==> src/rtl/app_switcher_pkg.sv <==
// Shared state encoding and blank-output constants for the application switcher.
package app_switcher_pkg;

  typedef enum logic [1:0] {
    SW_MENU   = 2'd0,
    SW_LAUNCH = 2'd1,
    SW_RUN    = 2'd2,
    SW_EXIT   = 2'd3
  } sw_state_t;

  localparam logic [15:0] OLED_BLACK = 16'h0000;
  localparam logic [3:0]  AN_OFF     = 4'hF;
  localparam logic [7:0]  SEG_OFF    = 8'hFF;

endpackage

==> src/rtl/app_output_mux.sv <==
// Registered (N_APPS+1)-way pixel/anode/segment mux with a force-blank override.
module app_output_mux
  import app_switcher_pkg::*;
#(
  parameter  int N_APPS = 4,
  localparam int IDX_W  = $clog2(N_APPS)
) (
  input  logic                   clk_i,
  input  logic                   rst_ni,
  input  logic                   blank_i,
  input  logic                   app_sel_i,
  input  logic [IDX_W-1:0]       sel_i,
  input  logic [15:0]            menu_oled_i,
  input  logic [N_APPS-1:0][15:0] app_oled_i,
  input  logic [3:0]             menu_an_i,
  input  logic [N_APPS-1:0][3:0] app_an_i,
  input  logic [7:0]             menu_seg_i,
  input  logic [N_APPS-1:0][7:0] app_seg_i,
  output logic [15:0]            oled_o,
  output logic [3:0]             an_o,
  output logic [7:0]             seg_o
);

  logic [15:0] oled_d;
  logic [3:0]  an_d;
  logic [7:0]  seg_d;

  always_comb begin
    oled_d = menu_oled_i;
    an_d   = menu_an_i;
    seg_d  = menu_seg_i;
    if (blank_i) begin
      oled_d = OLED_BLACK;
      an_d   = AN_OFF;
      seg_d  = SEG_OFF;
    end else if (app_sel_i) begin
      oled_d = app_oled_i[sel_i];
      an_d   = app_an_i[sel_i];
      seg_d  = app_seg_i[sel_i];
    end
  end

  // Reset value is the blank pattern so the panel stays dark until the first edge.
  always_ff @(posedge clk_i or negedge rst_ni) begin
    if (!rst_ni) begin
      oled_o <= OLED_BLACK;
      an_o   <= AN_OFF;
      seg_o  <= SEG_OFF;
    end else begin
      oled_o <= oled_d;
      an_o   <= an_d;
      seg_o  <= seg_d;
    end
  end

endmodule

==> src/rtl/app_switcher.sv <==
// Menu cursor, launch/ready/exit handshake and output blanking for N application slots.
// Define APP_SWITCHER_WRAP_EN to make the cursor wrap instead of saturate.
module app_switcher
  import app_switcher_pkg::*;
#(
  parameter  int N_APPS        = 4,
  parameter  int READY_TIMEOUT = 1000,
  parameter  int BLANK_FRAMES  = 2,
  localparam int IDX_W         = $clog2(N_APPS)
) (
  input  logic                  clk,
  input  logic                  rst,
  input  logic                  btn_up,
  input  logic                  btn_down,
  input  logic                  btn_c,
  input  logic                  frame_begin,
  input  logic [N_APPS-1:0]     app_ready,
  input  logic [N_APPS-1:0]     app_done,
  input  logic [15:0]           menu_oled,
  input  logic [16*N_APPS-1:0]  app_oled,
  input  logic [3:0]            menu_an,
  input  logic [4*N_APPS-1:0]   app_an,
  input  logic [7:0]            menu_seg,
  input  logic [8*N_APPS-1:0]   app_seg,
  output logic [15:0]           oled_data,
  output logic [3:0]            an,
  output logic [7:0]            seg,
  output logic [N_APPS-1:0]     app_en,
  output logic [N_APPS-1:0]     app_start,
  output logic [IDX_W-1:0]      cursor,
  output logic [1:0]            sw_state,
  output logic                  launch_err
);

  localparam int TW = $clog2(READY_TIMEOUT + 1);
  localparam int FW = $clog2(BLANK_FRAMES + 1);
  localparam logic [IDX_W-1:0] LAST = IDX_W'(N_APPS - 1);

  sw_state_t         state_q, state_d;
  logic [IDX_W-1:0]  cursor_q, cursor_d, sel_q, sel_d, cur_inc, cur_dec;
  logic [TW-1:0]     tmo_q, tmo_d;
  logic [FW-1:0]     frm_q, frm_d;
  logic              err_q, err_d;
  logic [N_APPS-1:0] start_q, start_d;

`ifdef APP_SWITCHER_WRAP_EN
  assign cur_dec = (cursor_q == '0)   ? LAST : cursor_q - IDX_W'(1);
  assign cur_inc = (cursor_q == LAST) ? '0   : cursor_q + IDX_W'(1);
`else
  assign cur_dec = (cursor_q == '0)   ? '0   : cursor_q - IDX_W'(1);
  assign cur_inc = (cursor_q == LAST) ? LAST : cursor_q + IDX_W'(1);
`endif

  always_comb begin
    state_d  = state_q;
    cursor_d = cursor_q;
    sel_d    = sel_q;
    err_d    = err_q;
    tmo_d    = '0;
    frm_d    = '0;
    start_d  = '0;
    unique case (state_q)
      SW_MENU: begin
        // Launch takes priority over any cursor movement in the same cycle.
        if (btn_c) begin
          state_d = SW_LAUNCH;
          sel_d   = cursor_q;
          err_d   = 1'b0;
          start_d = N_APPS'(1) << cursor_q;
        end else if (btn_up && !btn_down) begin
          cursor_d = cur_dec;
        end else if (btn_down && !btn_up) begin
          cursor_d = cur_inc;
        end
      end
      SW_LAUNCH: begin
        if (app_ready[sel_q]) begin
          state_d = SW_RUN;
        end else if (tmo_q == TW'(READY_TIMEOUT - 1)) begin
          state_d = SW_MENU;
          err_d   = 1'b1;
        end else begin
          tmo_d = tmo_q + TW'(1);
        end
      end
      SW_RUN: begin
        if (app_done[sel_q]) state_d = SW_EXIT;
      end
      SW_EXIT: begin
        // frm_q is zero on entry, so a strobe on the entry edge was never seen here.
        frm_d = frm_q;
        if (frame_begin) begin
          if (frm_q == FW'(BLANK_FRAMES - 1)) state_d = SW_MENU;
          else                                frm_d   = frm_q + FW'(1);
        end
      end
      default: state_d = SW_MENU;
    endcase
  end

  always_ff @(posedge clk or negedge rst) begin
    if (!rst) begin
      state_q  <= SW_MENU;
      cursor_q <= '0;
      sel_q    <= '0;
      tmo_q    <= '0;
      frm_q    <= '0;
      err_q    <= 1'b0;
      start_q  <= '0;
    end else begin
      state_q  <= state_d;
      cursor_q <= cursor_d;
      sel_q    <= sel_d;
      tmo_q    <= tmo_d;
      frm_q    <= frm_d;
      err_q    <= err_d;
      start_q  <= start_d;
    end
  end

  // Decoded from the state register so reset removes the enable without a clock.
  assign app_en     = (state_q == SW_LAUNCH || state_q == SW_RUN) ? (N_APPS'(1) << sel_q) : '0;
  assign app_start  = start_q;
  assign cursor     = cursor_q;
  assign sw_state   = state_q;
  assign launch_err = err_q;

  app_output_mux #(.N_APPS(N_APPS)) u_mux (
    .clk_i       (clk),
    .rst_ni      (rst),
    .blank_i     (state_q == SW_LAUNCH || state_q == SW_EXIT),
    .app_sel_i   (state_q == SW_RUN),
    .sel_i       (sel_q),
    .menu_oled_i (menu_oled),
    .app_oled_i  (app_oled),
    .menu_an_i   (menu_an),
    .app_an_i    (app_an),
    .menu_seg_i  (menu_seg),
    .app_seg_i   (app_seg),
    .oled_o      (oled_data),
    .an_o        (an),
    .seg_o       (seg)
  );

endmodule

==> config.mk <==
export PLATFORM = sky130hd
export DESIGN_NAME = app_switcher
export DESIGN_NICKNAME = d
export VERILOG_FILES = /design/src/rtl/app_switcher_pkg.sv /design/src/rtl/app_output_mux.sv /design/src/rtl/app_switcher.sv
export SDC_FILE = /design/constraint.sdc
export NUM_CORES = 1
export LEC_CHECK = 0
export ABC_AREA = 1
export CAP_MARGIN = 25
export CORE_ASPECT_RATIO = 1.25
export CORE_MARGIN = 1
export CORE_UTILIZATION = 39
export CTS_CLUSTER_DIAMETER = 60
export CTS_CLUSTER_SIZE = 30
export DETAILED_ROUTE_END_ITERATION = 10
export GPL_TIMING_DRIVEN = 1
export PLACE_DENSITY = 0.8
export REMOVE_ABC_BUFFERS = 1
export SYNTH_ARGS = -nofsm -noshare
export SYNTH_HDL_FRONTEND = slang
export SYNTH_HIERARCHICAL = 1
export SYNTH_SLANG_ARGS = --single-unit
==> constraint.sdc <==
create_clock -name clk -period 1.85 [get_ports clk]
set_input_delay 0.4625 -clock clk [delete_from_list [all_inputs] [get_ports clk]]
set_output_delay 0.4625 -clock clk [all_outputs]
set_load 0.01 [all_outputs]
==> results.py <==
metrics = {
    "timing": {
        "tightest_slew_ns": 0.532,
        "rsz0062_at_grt": "yes",
        "finalClockSkew_ns": 0.00828,
        "drv_slew": 0,
        "hold_viol": 0,
        "fin_tns_setup_ns": 0,
        "hold_ws_ns": 0.126,
        "setup_violations": 0,
        "finalCritPeriodShare_pct": 99.9,
        "fin_crit_ns": 1.85,
        "max-slew-margin-rel_pct": 64.5,
        "fmaxAchievable_mhz": 541,
        "finalWorstSetupSlack_ns": 0.00149,
    },
    "layout": {
        "area_growth_pct": 62.8,
        "seq_area_mm2": 0.00129,
        "antenna_cells": 0,
        "drive_gt1_share_pct": 9.28,
        "multi_input_comb_area_mm2": 0.00176,
        "num-fill-cells": 751,
        "final_area_mm2": 0.00570,
        "num-nets-final": 882,
    },
    "cts": {
        "cts_tree": "built",
        "clkSlewWorstSetupHoldPaths_ns": 0.09,
        "cts_made_buffers": 5,
        "clk_latency_ns": 0.30,
        "htreeDepth": 2,
        "cts_buffer_depth": 2,
        "cts.sinks": 51,
        "cts-root-buf": "clkbuf_8",
        "hold_buffers": 0,
    },
    "grt": {
        "grtUsageMet1_pct": 23.9,
        "antenna_found_initial": 0,
        "grt_max_degree": 52,
        "grt_usage_pct": 22.8,
        "grt_pass1_wl_um": 17000,
        "grt_use_met3_pct": 4.58,
        "grt_pass1_vias": 3908,
        "grtUsageMet2_pct": 44.3,
        "overflow": 0,
        "grt_busiest_layer": "met2",
    },
    "route": {
        "vias": 4024,
        "drc": 0,
        "postRouteAntennaNets": 0,
        "via_per_inst": 4.78,
        "routed_wl_um": 10500,
        "drt_pre_antenna_iters": 5,
        "avgRoutedWirePerCell_um": 12.4,
        "drt_iter0_drc": 222,
    },
    "critical_path": {
        "cp.arrival_ns": 1.39,
        "startpoint_type": "flip-flop",
        "cp-end-kind": "output port",
        "cp.required_ns": 1.39,
        "path_max_fanout": 4,
        "crit_type": "reg -> out",
    },
    "synthesis": {
        "syn_area_mm2": 0.00350,
        "ys_seq_elements": 51,
        "netlist_top_cells_area": "dfrtp_1 (28%), nand2_1 (21%), nand3_1 (9.6%)",
        "synth_top_cell_area_share_pct": 27.9,
        "synth_cells": 530,
        "synth_area_per_cell_um2": 6.61,
        "synth_cell_types": 29,
        "ys_seq_area_share_pct": 36.9,
        "yosysTopAreaCell": "dfrtp_1",
        "yosysMostFrequentCell": "nand2_1",
        "synthTopCellsByCount": "nand2_1 (195), inv_1 (71), nand3_1 (67)",
        "synth_flop_cell": "dfrtp_1",
        "synth-edff-count": 0,
        "yosysWarnings": 6,
        "async_flop_share_pct": 100,
    },
    "run_status": {
        "outcome": "finished, final reports clean",
    },
    "power_and_ir_drop": {
        "max-vdd-ir-drop_v": 0.000563,
        "p_per_area_mw_per_mm2": 1210,
        "pwr-share-seq_pct": 25.9,
        "internal-power_uw": 3890,
        "switching_power_uw": 3020,
        "p_leak_uw": 0.00277,
        "pwr-share-clk_pct": 9.9,
        "sw_frac_of_total_pct": 43.7,
        "combPwrFrac_pct": 64.2,
    },
    "placement": {
        "io_buffer_count": 194,
        "place_area_mm2": 0.00554,
        "dpl.hpwl_um": 8170,
        "gp_congestion": 0.844,
        "dp_slack_ns": -0.161,
    },
    "floorplanning": {
        "start_util_pct": 40.3,
        "row_count": 38,
        "chipHeight_um": 108,
        "dieArea_mm2": 0.00936,
        "ios": 195,
        "die_w_um": 86.8,
        "coreArea_mm2": 0.00870,
    },
    "min_path": {
        "hp-class": "in -> async",
    },
    "run": {
        "cap_violations": 0,
    },
}
[metrics by stage]
| step | cells | total power, uW | utilization (%) |
|---|---|---|---|
| finish | 842 | 6920 | 65.5 |
| global route | 842 | 7540 | 65.5 |
| CTS | 840 | 6840 | 64.7 |
| detailed placement | 831 | 6180 | 63.7 |
| global placement | 831 | 6050 | 63.7 |
| floorplan | 502 | 4110 | - |
[cells in the final DEF, fill, tap and decap left out, types with 5 or more instances in the layout]
master             n
nand2_1          195
clkdlybuf4s50_1  176
inv_1             67
nand3_1           67
dfrtp_1           36
a21oi_1           33
nor2_1            27
o21ai_0           22
buf_4             15
dfstp_2           12
dlymetal6s2s_1    10
clkbuf_8           7
inv_2              6
nor3_1             6
ha_1               5
buf_2              5
[sequential cells by signal (all words and copies together), names as in the netlist, named ones only]
| signal | cells |
|---|---|
| u_mux/oled_o | 16 |
| launch_err | 1 |
| frm_q | 2 |
| cursor | 2 |
| u_mux/an_o | 4 |
| app_start | 4 |
| tmo_q | 10 |
| sel_q | 2 |
| u_mux/seg_o | 8 |
| sw_state | 1 |
[logic make-up (layout without fill, tap and decap cells)]
group | after synthesis | after routing | synth area share (%)
xor gates and xnor gates | 2 | 2 | 0.500
DFF | 51 | 51 | 36.9
and+or+nand+nor | 308 | 308 | 37.7
AOI/OAI and AO/OA | 59 | 59 | 8.68
adders and majority gates | 7 | 7 | 2.50
buffers and inverters | 103 | 295 | 13.8
[critical path, stage by stage, from the launching register on]
cell	delay, ns
dfrtp_1	0.39
inv_2	0.07
ha_4	0.27
inv_4	0.05
nor3_4	0.15
buf_2	0.15
[path summary, 6_finish.rpt]
| kind | from | endpoint | slack, ns | cells after the start |
|---|---|---|---|---|
| worst max register to register | flip-flop | u_mux/oled_o[13] | 0.15 | 9 |
| min in group clk | cursor[0] | app_start[2] | 0.51 | 1 |
| worst max-delay path | flip-flop | app_en[2] | 0.001 | 5 |
| worst min register to register | cursor[0] | app_start[2] | 0.51 | 1 |
| worst min-delay path | rst | u_mux/oled_o[8] | 0.13 | 2 |
| max in group asynchronous | rst | u_mux/seg_o[4] | 1.43 | 2 |
[power by group through the flow]
stage               Combinational, uW  Clock (uW)  Sequential [uW]
CTS                              4350         707             1780
finish                           4440         686             1790
floorplan                        1940           0             2170
global route                     4940         757             1840
detailed placement               4370           0             1800
global placement                 4260           0             1790
[per-layer routing]
metal,up-vias,wire (um)
li1,2028,-
met1,1828,3790
met2,149,5780
met3,19,614
met4,0,278
met5,-,0
[repair_timing]
action / CTS / global route
setup endpoints to repair: 6 / 32
buffers inserted: 1 / 2
pin swaps: 3 / 2
resized for setup: 20 / 20
[final cells by class]
cell class	instances	share of cell area, %
inverters	75	5.05
multi-input cells	376	30.8
well taps	120	2.63
flip-flops and latches	51	22.7
repair buffers	212	37.0
clock buffers	8	1.76
Note: power is estimated with default switching activity, not from simulation.
